### src/rtl/lsu_pkg.sv
`default_nettype none
// +--------------------------------------------------------------------+
// | lsu_pkg : state encoding, access-size codes and request legality    |
// | rev 1.0                                                            |
// +--------------------------------------------------------------------+
package lsu_pkg;

   typedef enum logic [2:0] {
      IDLE     = 3'd0,
      ACCESS   = 3'd1,
      RMW_READ = 3'd2,
      WRITE    = 3'd3,
      RESP     = 3'd4
   } lsu_state_e;

   localparam logic [1:0] SZ_BYTE = 2'b00;
   localparam logic [1:0] SZ_HALF = 2'b01;
   localparam logic [1:0] SZ_WORD = 2'b10;

   // Illegal size code or a natural-alignment violation for the given size.
   function automatic logic req_bad(input logic [1:0] size, input logic [1:0] off);
      logic bad;
      case (size)
         SZ_BYTE: bad = 1'b0;
         SZ_HALF: bad = off[0];
         SZ_WORD: bad = (off != 2'b00);
         default: bad = 1'b1;
      endcase
      return bad;
   endfunction

endpackage
`default_nettype wire

### src/rtl/lsu_align.sv
`default_nettype none
// +--------------------------------------------------------------------+
// | lsu_align : little-endian lane extract/extend and store merge       |
// | rev 1.0                                                            |
// +--------------------------------------------------------------------+
module lsu_align
   import lsu_pkg::*;
(
   input  logic [1:0]  size,
   input  logic        uns,
   input  logic [1:0]  offset,
   input  logic [31:0] rd_word,
   input  logic [31:0] wdata,
   input  logic [31:0] merge_word,
   output logic [31:0] load_data,
   output logic [31:0] store_word
);

   logic [7:0]  byte_sel;
   logic [15:0] half_sel;

   always_comb begin
      byte_sel   = rd_word[{offset, 3'b000} +: 8];
      half_sel   = offset[1] ? rd_word[31:16] : rd_word[15:0];
      load_data  = rd_word;
      store_word = wdata;
      case (size)
         SZ_BYTE: begin
            load_data  = {{24{~uns & byte_sel[7]}}, byte_sel};
            store_word = merge_word;
            store_word[{offset, 3'b000} +: 8] = wdata[7:0];
         end
         SZ_HALF: begin
            load_data  = {{16{~uns & half_sel[15]}}, half_sel};
            store_word = merge_word;
            store_word[{offset[1], 4'b0000} +: 16] = wdata[15:0];
         end
         default: begin
            load_data  = rd_word;
            store_word = wdata;
         end
      endcase
   end

endmodule
`default_nettype wire

### src/rtl/load_store_unit.sv
`default_nettype none
// +--------------------------------------------------------------------+
// | load_store_unit : single-outstanding core-to-data-memory LSU        |
// | rev 1.0                                                            |
// +--------------------------------------------------------------------+
module load_store_unit
   import lsu_pkg::*;
#(
   parameter int ADDR_W = 32,
   parameter int DATA_W = 32
) (
   input  logic              clk,
   input  logic              rst,
   input  logic              req_valid,
   output logic              req_ready,
   input  logic              req_we,
   input  logic [1:0]        req_size,
   input  logic              req_unsigned,
   input  logic [ADDR_W-1:0] req_addr,
   input  logic [DATA_W-1:0] req_wdata,
   output logic              resp_valid,
   output logic [DATA_W-1:0] resp_rdata,
   output logic              resp_err,
   output logic [ADDR_W-1:0] mem_addr,
   output logic [DATA_W-1:0] mem_wd,
   output logic              mem_we,
   input  logic [DATA_W-1:0] mem_rd
);

   lsu_state_e        state_q, state_d;
   logic              we_q, we_d;
   logic [1:0]        size_q, size_d;
   logic              uns_q, uns_d;
   logic [ADDR_W-1:0] addr_q, addr_d;
   logic [DATA_W-1:0] wdata_q, wdata_d;
   logic [DATA_W-1:0] merge_q, merge_d;
   logic              resp_valid_q, resp_valid_d;
   logic              resp_err_q, resp_err_d;
   logic [DATA_W-1:0] resp_rdata_q, resp_rdata_d;

   logic [DATA_W-1:0] load_data;
   logic [DATA_W-1:0] store_word;

   lsu_align u_align (
      .size       (size_q),
      .uns        (uns_q),
      .offset     (addr_q[1:0]),
      .rd_word    (mem_rd),
      .wdata      (wdata_q),
      .merge_word (merge_q),
      .load_data  (load_data),
      .store_word (store_word)
   );

   assign req_ready  = (state_q == IDLE) & ~rst;
   assign resp_valid = resp_valid_q;
   assign resp_err   = resp_err_q;
   assign resp_rdata = resp_rdata_q;
   assign mem_addr   = (state_q == IDLE) ? '0 : {2'b00, addr_q[ADDR_W-1:2]};
   // Combinational gate so a reset landing in WRITE kills that cycle's write.
   assign mem_we     = (state_q == WRITE) & ~rst;
   assign mem_wd     = mem_we ? store_word : '0;

   always_comb begin
      state_d      = state_q;
      we_d         = we_q;
      size_d       = size_q;
      uns_d        = uns_q;
      addr_d       = addr_q;
      wdata_d      = wdata_q;
      merge_d      = merge_q;
      resp_valid_d = 1'b0;
      resp_err_d   = 1'b0;
      resp_rdata_d = resp_rdata_q;
      case (state_q)
         IDLE: begin
            if (req_valid && req_ready) begin
               we_d         = req_we;
               size_d       = req_size;
               uns_d        = req_unsigned;
               addr_d       = req_addr;
               wdata_d      = req_wdata;
               resp_rdata_d = '0;
               if (req_bad(req_size, req_addr[1:0])) begin
                  state_d      = RESP;
                  resp_valid_d = 1'b1;
                  resp_err_d   = 1'b1;
               end else if (!req_we) begin
                  state_d = ACCESS;
               end else if (req_size == SZ_WORD) begin
                  state_d = WRITE;
               end else begin
                  state_d = RMW_READ;
               end
            end
         end
         ACCESS: begin
            resp_rdata_d = load_data;
            resp_valid_d = 1'b1;
            state_d      = RESP;
         end
         RMW_READ: begin
            merge_d = mem_rd;
            state_d = WRITE;
         end
         WRITE: begin
            resp_valid_d = 1'b1;
            state_d      = RESP;
         end
         RESP:    state_d = IDLE;
         default: state_d = IDLE;
      endcase
   end

   always_ff @(posedge clk) begin
      if (rst) begin
         state_q      <= IDLE;
         we_q         <= 1'b0;
         size_q       <= SZ_BYTE;
         uns_q        <= 1'b0;
         addr_q       <= '0;
         wdata_q      <= '0;
         merge_q      <= '0;
         resp_valid_q <= 1'b0;
         resp_err_q   <= 1'b0;
         resp_rdata_q <= '0;
      end else begin
         state_q      <= state_d;
         we_q         <= we_d;
         size_q       <= size_d;
         uns_q        <= uns_d;
         addr_q       <= addr_d;
         wdata_q      <= wdata_d;
         merge_q      <= merge_d;
         resp_valid_q <= resp_valid_d;
         resp_err_q   <= resp_err_d;
         resp_rdata_q <= resp_rdata_d;
      end
   end

endmodule
`default_nettype wire
### config.mk
export PLATFORM = sky130hd
export DESIGN_NAME = load_store_unit
export DESIGN_NICKNAME = d
export VERILOG_FILES = /design/src/rtl/lsu_pkg.sv /design/src/rtl/lsu_align.sv /design/src/rtl/load_store_unit.sv
export SDC_FILE = /design/constraint.sdc
export NUM_CORES = 1
export LEC_CHECK = 0
export ABC_AREA = 1
export ABC_CLOCK_PERIOD_IN_PS = 2700
export CORE_MARGIN = 1
export CORE_UTILIZATION = 49
export CTS_BUF_LIST = sky130_fd_sc_hd__clkbuf_8
export CTS_CLUSTER_DIAMETER = 60
export CTS_CLUSTER_SIZE = 30
export DETAILED_ROUTE_END_ITERATION = 16
export PLACE_DENSITY = 0.83
export SYNTH_ARGS = -nofsm -noshare
export SYNTH_HDL_FRONTEND = slang
export SYNTH_SLANG_ARGS = --single-unit
### constraint.sdc
create_clock -name clk -period 2.7 [get_ports clk]
set_clock_uncertainty 0.1 [all_clocks]
set_input_delay 0.54 -clock clk [delete_from_list [all_inputs] [get_ports clk]]
set_output_delay 0.54 -clock clk [all_outputs]
set_load 0.005 [all_outputs]
Yosys cells after proc, flatten, opt, wreduce, memory -nomap -nowiden
Index checks and enable logic that the tools add are counted.
Operators by class
  eq/ne operators: 7
  mux-type cells: 20
  shift-type cells: 5
  add/sub/neg operators: 2
  bitwise gates (word level): 7
  reductions and logical operators: 10
Operators with widths (count)
  32-bit case mux with 2 select lines: 3
  32-bit bitwise mux: 2
  32-bit 2-to-1 mux: 2
  16-bit by 7-bit variable shift with 32-bit output, first input constant: 1
  8-bit by 7-bit variable shift with 32-bit output, first input constant: 1
  16-bit by 7-bit indexed part select with 32-bit output: 1
  32-bit by 6-bit indexed part select with 8-bit output: 1
  8-bit by 7-bit indexed part select with 32-bit output: 1
  30-bit 2-to-1 mux: 1
  16-bit 2-to-1 mux: 1
  5-bit negator with 7-bit output: 2
  3-bit case mux with 3 select lines: 1
  3-bit by 2-bit equality test with 1-bit output, second input constant: 2
  3-bit 2-to-1 mux: 2
  1-bit 2-to-1 mux: 5
  1-bit AND: 4
  2-bit by 1-bit equality test with 1-bit output, second input constant: 2
  2-bit logical NOT: 2
  2-bit AND reduction: 2
  2-bit nonzero test: 2
  2-bit OR reduction: 2
  3-bit by 1-bit equality test with 1-bit output, second input constant: 1
  3-bit logical NOT: 1
  1-bit NOT: 3
  6 further kinds: 6
Storage, ports and cells
  flip-flop bits (word level): 136
  logic and storage cells: 60
  output and inout bits: 100

Longest topological paths before layout
Gate-level depths: netlist of the first run.
  word-level depth: 8
  gate-level depth with buffers: 11
  depth with buffers taken out: 9

Hierarchy
Synthesis of the first run repeated with hierarchy kept, for this count alone.
Second synthesis, totals
  cell total of the unflattened synthesis: 1181
  area total of the unflattened synthesis: 7594.8 um^2
Modules (own cells, without submodules)
  load_store_unit: area an instance 5491.5 um^2, sequential area each 2722.6 um^2, cells an instance 747, times used 1
  lsu_align: area an instance 2103.3 um^2, sequential area each 0.0 um^2, cells an instance 434, times used 1

Least setup slack after synthesis of the first run
OpenSTA, ideal clock, no wires.
  path kind: register to output
  from: reg addr_q[1]
  to: out mem_wd[29]
  stages on the path, launching flop included: 11
  slack: 136 ps
  arrival: 1924 ps
  cell sequence: dfxtp_1 -> buf_2 -> inv_4 -> clkbuf_1 -> ha_1 -> inv_1 -> clkbuf_1 -> nand3_1 -> o22ai_1 -> nand2_1 -> a31oi_1
Between the ends
  longest elaborated chain between the ends: 5
RTL lines
  from (decl): RTL line load_store_unit.sv:34  | logic [ADDR_W-1:0] addr_q, addr_d;
  from (signal assigned): RTL line load_store_unit.sv:132  | addr_q <= addr_d;
  5-bit negator with 7-bit output (on tied branches): RTL line lsu_align.sv:36, lsu_align.sv:31
  16-bit by 7-bit indexed part select with 32-bit output (tied with other cells): RTL line lsu_align.sv:36  | store_word[{offset[1], 4'b0000} +: 16] = wdata[15:0];
  32-bit bitwise mux (on tied branches): RTL line lsu_align.sv:36, lsu_align.sv:31
  32-bit case mux with 2 select lines *: RTL line lsu_align.sv:27  | case (size)
  32-bit 2-to-1 mux *: RTL line load_store_unit.sv:62  | assign mem_wd = mem_we ? store_word : '0;
  to (decl): RTL line load_store_unit.sv:25  | output logic [DATA_W-1:0] mem_wd,
Mark *: on every way between the ends. The rest lies on a longest branch, timed or not.

Final worst setup path of the first run
  from: reg addr_q[1]
  to: out mem_wd[10]
The elaborated chain is that of the path after synthesis.

==> impl_metrics.toml, run 1 <==
[status]
outcome = "finished clean"

[clock_network]
hold_buffers = 0
clk_path_buf_depth = 2
cts_tree = "yes"
clock_latency_ns = 0.43
clk_pin_slew_ns = 0.07
cts_root_buf = "clkbuf_8"
cts_htree_levels = 4
clock_sinks = 136
cts_made_buffers = 17

[setup_path]
path_max_fanout = 8
crit_slowest_cell = "dfxtp_4"
max_stage_delay_ns = 0.37
crit_required_ns = 2.06
cp_data_arrival_time_ns = 2.02
path_class = "flip-flop to output port"
startpoint_type = "flip-flop"
cp_common_cell = "a21oi_2"
critical_path.cell_chain = "inv_4 > buf_6 > buf_4 > a21oi_2 > inv_1 > a22oi_1 > a21oi_2 > buf_2"
critPathCaptureType = "output port"

[global_route]
grt_pass1_vias = 6983
grt_pass1_wl_um = 34700
grt-ovfl-total = 0
grt_max_degree = 74
antenna_found_initial = 0
grt_use_total = 0.311

[yosys]
synth_top_area_share = 0.403
synth_compound_area_frac = 0.257
synth_cell_type_count = 34
synth_top_family_by_area = "compound AO/OA/AOI/OAI gates"
synth_seq_cells = 136
synthAdderAreaFrac = 0.00925
synthTopCellsByArea = "dfxtp_1 (40%), nand2_1 (13%), a21oi_1 (9.8%), o21ai_0 (6.2%), inv_1 (5.4%)"
synthMuxAreaShare = 0
syn_inst = 992
avgSynthCellArea_um2 = 6.82
synth_top_area_cell = "dfxtp_1"
ys_seq_area_frac = 0.403
yosys.area_share.simple = 0.222
synth.cell_area_um2 = 6760
synth-xor-area-share = 0
ys_warn_count = 0

[sta]
final_max_slew_viol_count = 0
rsz0062_at_grt = "yes"
timing.fmax_ghz = 0.376
worstMarginPinSlew_ns = 0.867
timing.setup.tns_ns = 0
relSlewSlack = 0.421
period_share = 0.985
hold_violations = 0
finalCriticalPeriod_ns = 2.66
finalWorstSetupSlack_ns = 0.0415
setup_viol = 0

[finish]
syn2layout_area_growth_pct = 43.2
drive_above_1_share = 0.145
multi_input_area_um2 = 3560
fin_nets = 1296
fillers = 1098
regArea_um2 = 2730
diodes = 0

[floorplanning]
core-area_um2 = 13300
die_h_um = 119
die_x_um = 119
rows = 42
io_pins = 203
initial_utilization = 0.507
die_area_um2 = 14300

[worst_hold_path]
hold_path_class = "flip-flop to flip-flop"

[power]
p_per_area_nw_per_um2 = 534
cellLeakagePower_nw = 3.71
vdd_drop_max_v = 0.000281

[routing]
routedWlPerCell_um = 16.9
first_pass_iters = 8
vias_per_cell = 5.67
detail-route-antenna-nets = 0
drtIter0Drc = 913
vias = 7796
drc = 0
wirelength_um = 23300

[placed_design]
gp_congestion = 0.925
dp_slack_ns = -0.250
dp_hpwl_um = 16100
io_buffers = 200

[job]
cap_viol_max_count = 0
==> registers in the layout (all words and copies together), names as in the netlist <==
name,count
addr_q,32
uns_q,1
state_q,3
resp_err,1
wdata_q,32
merge_q,32
size_q,2
resp_valid,1
resp_rdata,32
==> timing repair <==
item | 4_1_cts | 5_1_grt
cloned | 1 | 1
setup endpoints to repair | 33 | 52
setup buffers | 5 | 3
gates resized for setup | 108 | 59
pin swaps | 10 | 10
==> stage by stage <==
stage	utilization	total power [W]	instances	hold slack, ns	instance area, um2
detailed placement	0.677	0.00340	1335	0.343	9040
floorplan	-	0.00290	993	0.330	6770
finish	0.726	0.00517	1376	0.352	9690
global route	0.726	0.00541	1376	0.379	9690
global placement	0.677	0.00339	1335	0.339	9040
CTS	0.715	0.00508	1372	0.354	9550
==> power by group <==
| group | internal (W) | switching (W) | leakage, nW | total (W) |
|---|---|---|---|---|
| Clock | 0.000900 | 0.000763 | 0.206 | 0.00166 |
| Sequential | 0.00215 | 0.0000896 | 1.11 | 0.00224 |
| Combinational | 0.000548 | 0.000717 | 2.39 | 0.00127 |
==> critical path: cells and delay by family, from the launching register on <==
| kind | cells | cell delay [ns] |
|---|---|---|
| DFF | 1 | 0.37 |
| buffers and inverters | 5 | 0.67 |
| AOI/OAI and AO/OA | 3 | 0.55 |
==> cell usage after synthesis <==
library cell  instances
a21oi_1             132
a21oi_2               1
a22oi_1               8
a31oi_1              16
a32oi_1               8
buf_1                 6
buf_2                23
buf_4                 3
buf_6                 2
clkbuf_1             38
conb_1                1
dfxtp_1             136
ha_1                  5
inv_1                97
inv_2                 7
inv_4                 1
inv_6                 1
nand2_1             227
nand2_2               2
nand2_4               1
nand3_1              44
nand3_4               1
nand4_1               2
nor2_1               77
nor2_2                1
nor2_4                2
nor3_4                1
o211ai_1              8
o21a_1                7
o21ai_0              84
o21ai_1               1
o221ai_1             16
o22ai_1              26
or2_2                 7
==> per-layer routing <==
metal	vias to the layer above	routed length (um)	track usage
met1	3515	8880	0.377
met5	-	0	0
met4	0	1170	0.177
met2	504	10700	0.493
li1	3678	-	-
met3	99	2480	0.0865
==> layout by cell type, fill, tap and decap left out, drive strengths merged, types with 5 or more instances in the layout <==
cell / netlist / routed
nand2: 230 / 230
clkdlybuf4s50: 0 / 168
dfxtp: 136 / 136
a21oi: 133 / 133
inv: 106 / 108
o21ai: 85 / 85
nor2: 80 / 80
buf: 34 / 61
nand3: 45 / 45
clkbuf: 38 / 34
o22ai: 26 / 26
a31oi: 16 / 16
o221ai: 16 / 16
a32oi: 8 / 8
a22oi: 8 / 8
o211ai: 8 / 8
o21a: 7 / 7
or2: 7 / 7
ha: 5 / 5
==> cell families after synthesis <==
logic type      after synthesis
fa+ha+maj                     5
flops                       136
compound gates              307
other cells                   1
buf+inv                     178
simple gates                365
==> area by class of cell <==
type / instances / area share
Multi-Input combinational cell: 679 / 0.367
Inverter: 106 / 0.0421
Clock inverter: 10 / 0.0106
Timing Repair inverter: 1 / 0.000775
Timing Repair Buffer: 247 / 0.245
Sequential cell: 136 / 0.282
Clock buffer: 21 / 0.0298
Tap cell: 176 / 0.0227
==> final timing paths <==
check,startpoint,endpoint,slack [ns],cells past startpoint
worst max-delay path,addr_q[1]$_SDFFE_PP0P_,mem_wd[10],0.04,8
worst min-delay path,addr_q[30]$_SDFFE_PP0P_,addr_q[30]$_SDFFE_PP0P_,0.35,2
worst max register to register,state_q[2]$_SDFFE_PP0P_,merge_q[7]$_SDFFE_PP0P_,0.70,5
worst min register to register,addr_q[30]$_SDFFE_PP0P_,addr_q[30]$_SDFFE_PP0P_,0.35,2
(Power assumes the default switching activity.)
==> inputs of run 2 (changes only) <==
HOLD_SLACK_MARGIN = 0.03   (was default)
==> results of run 2 <==
Final layout, timing and power as in run 1 (identical DEF).
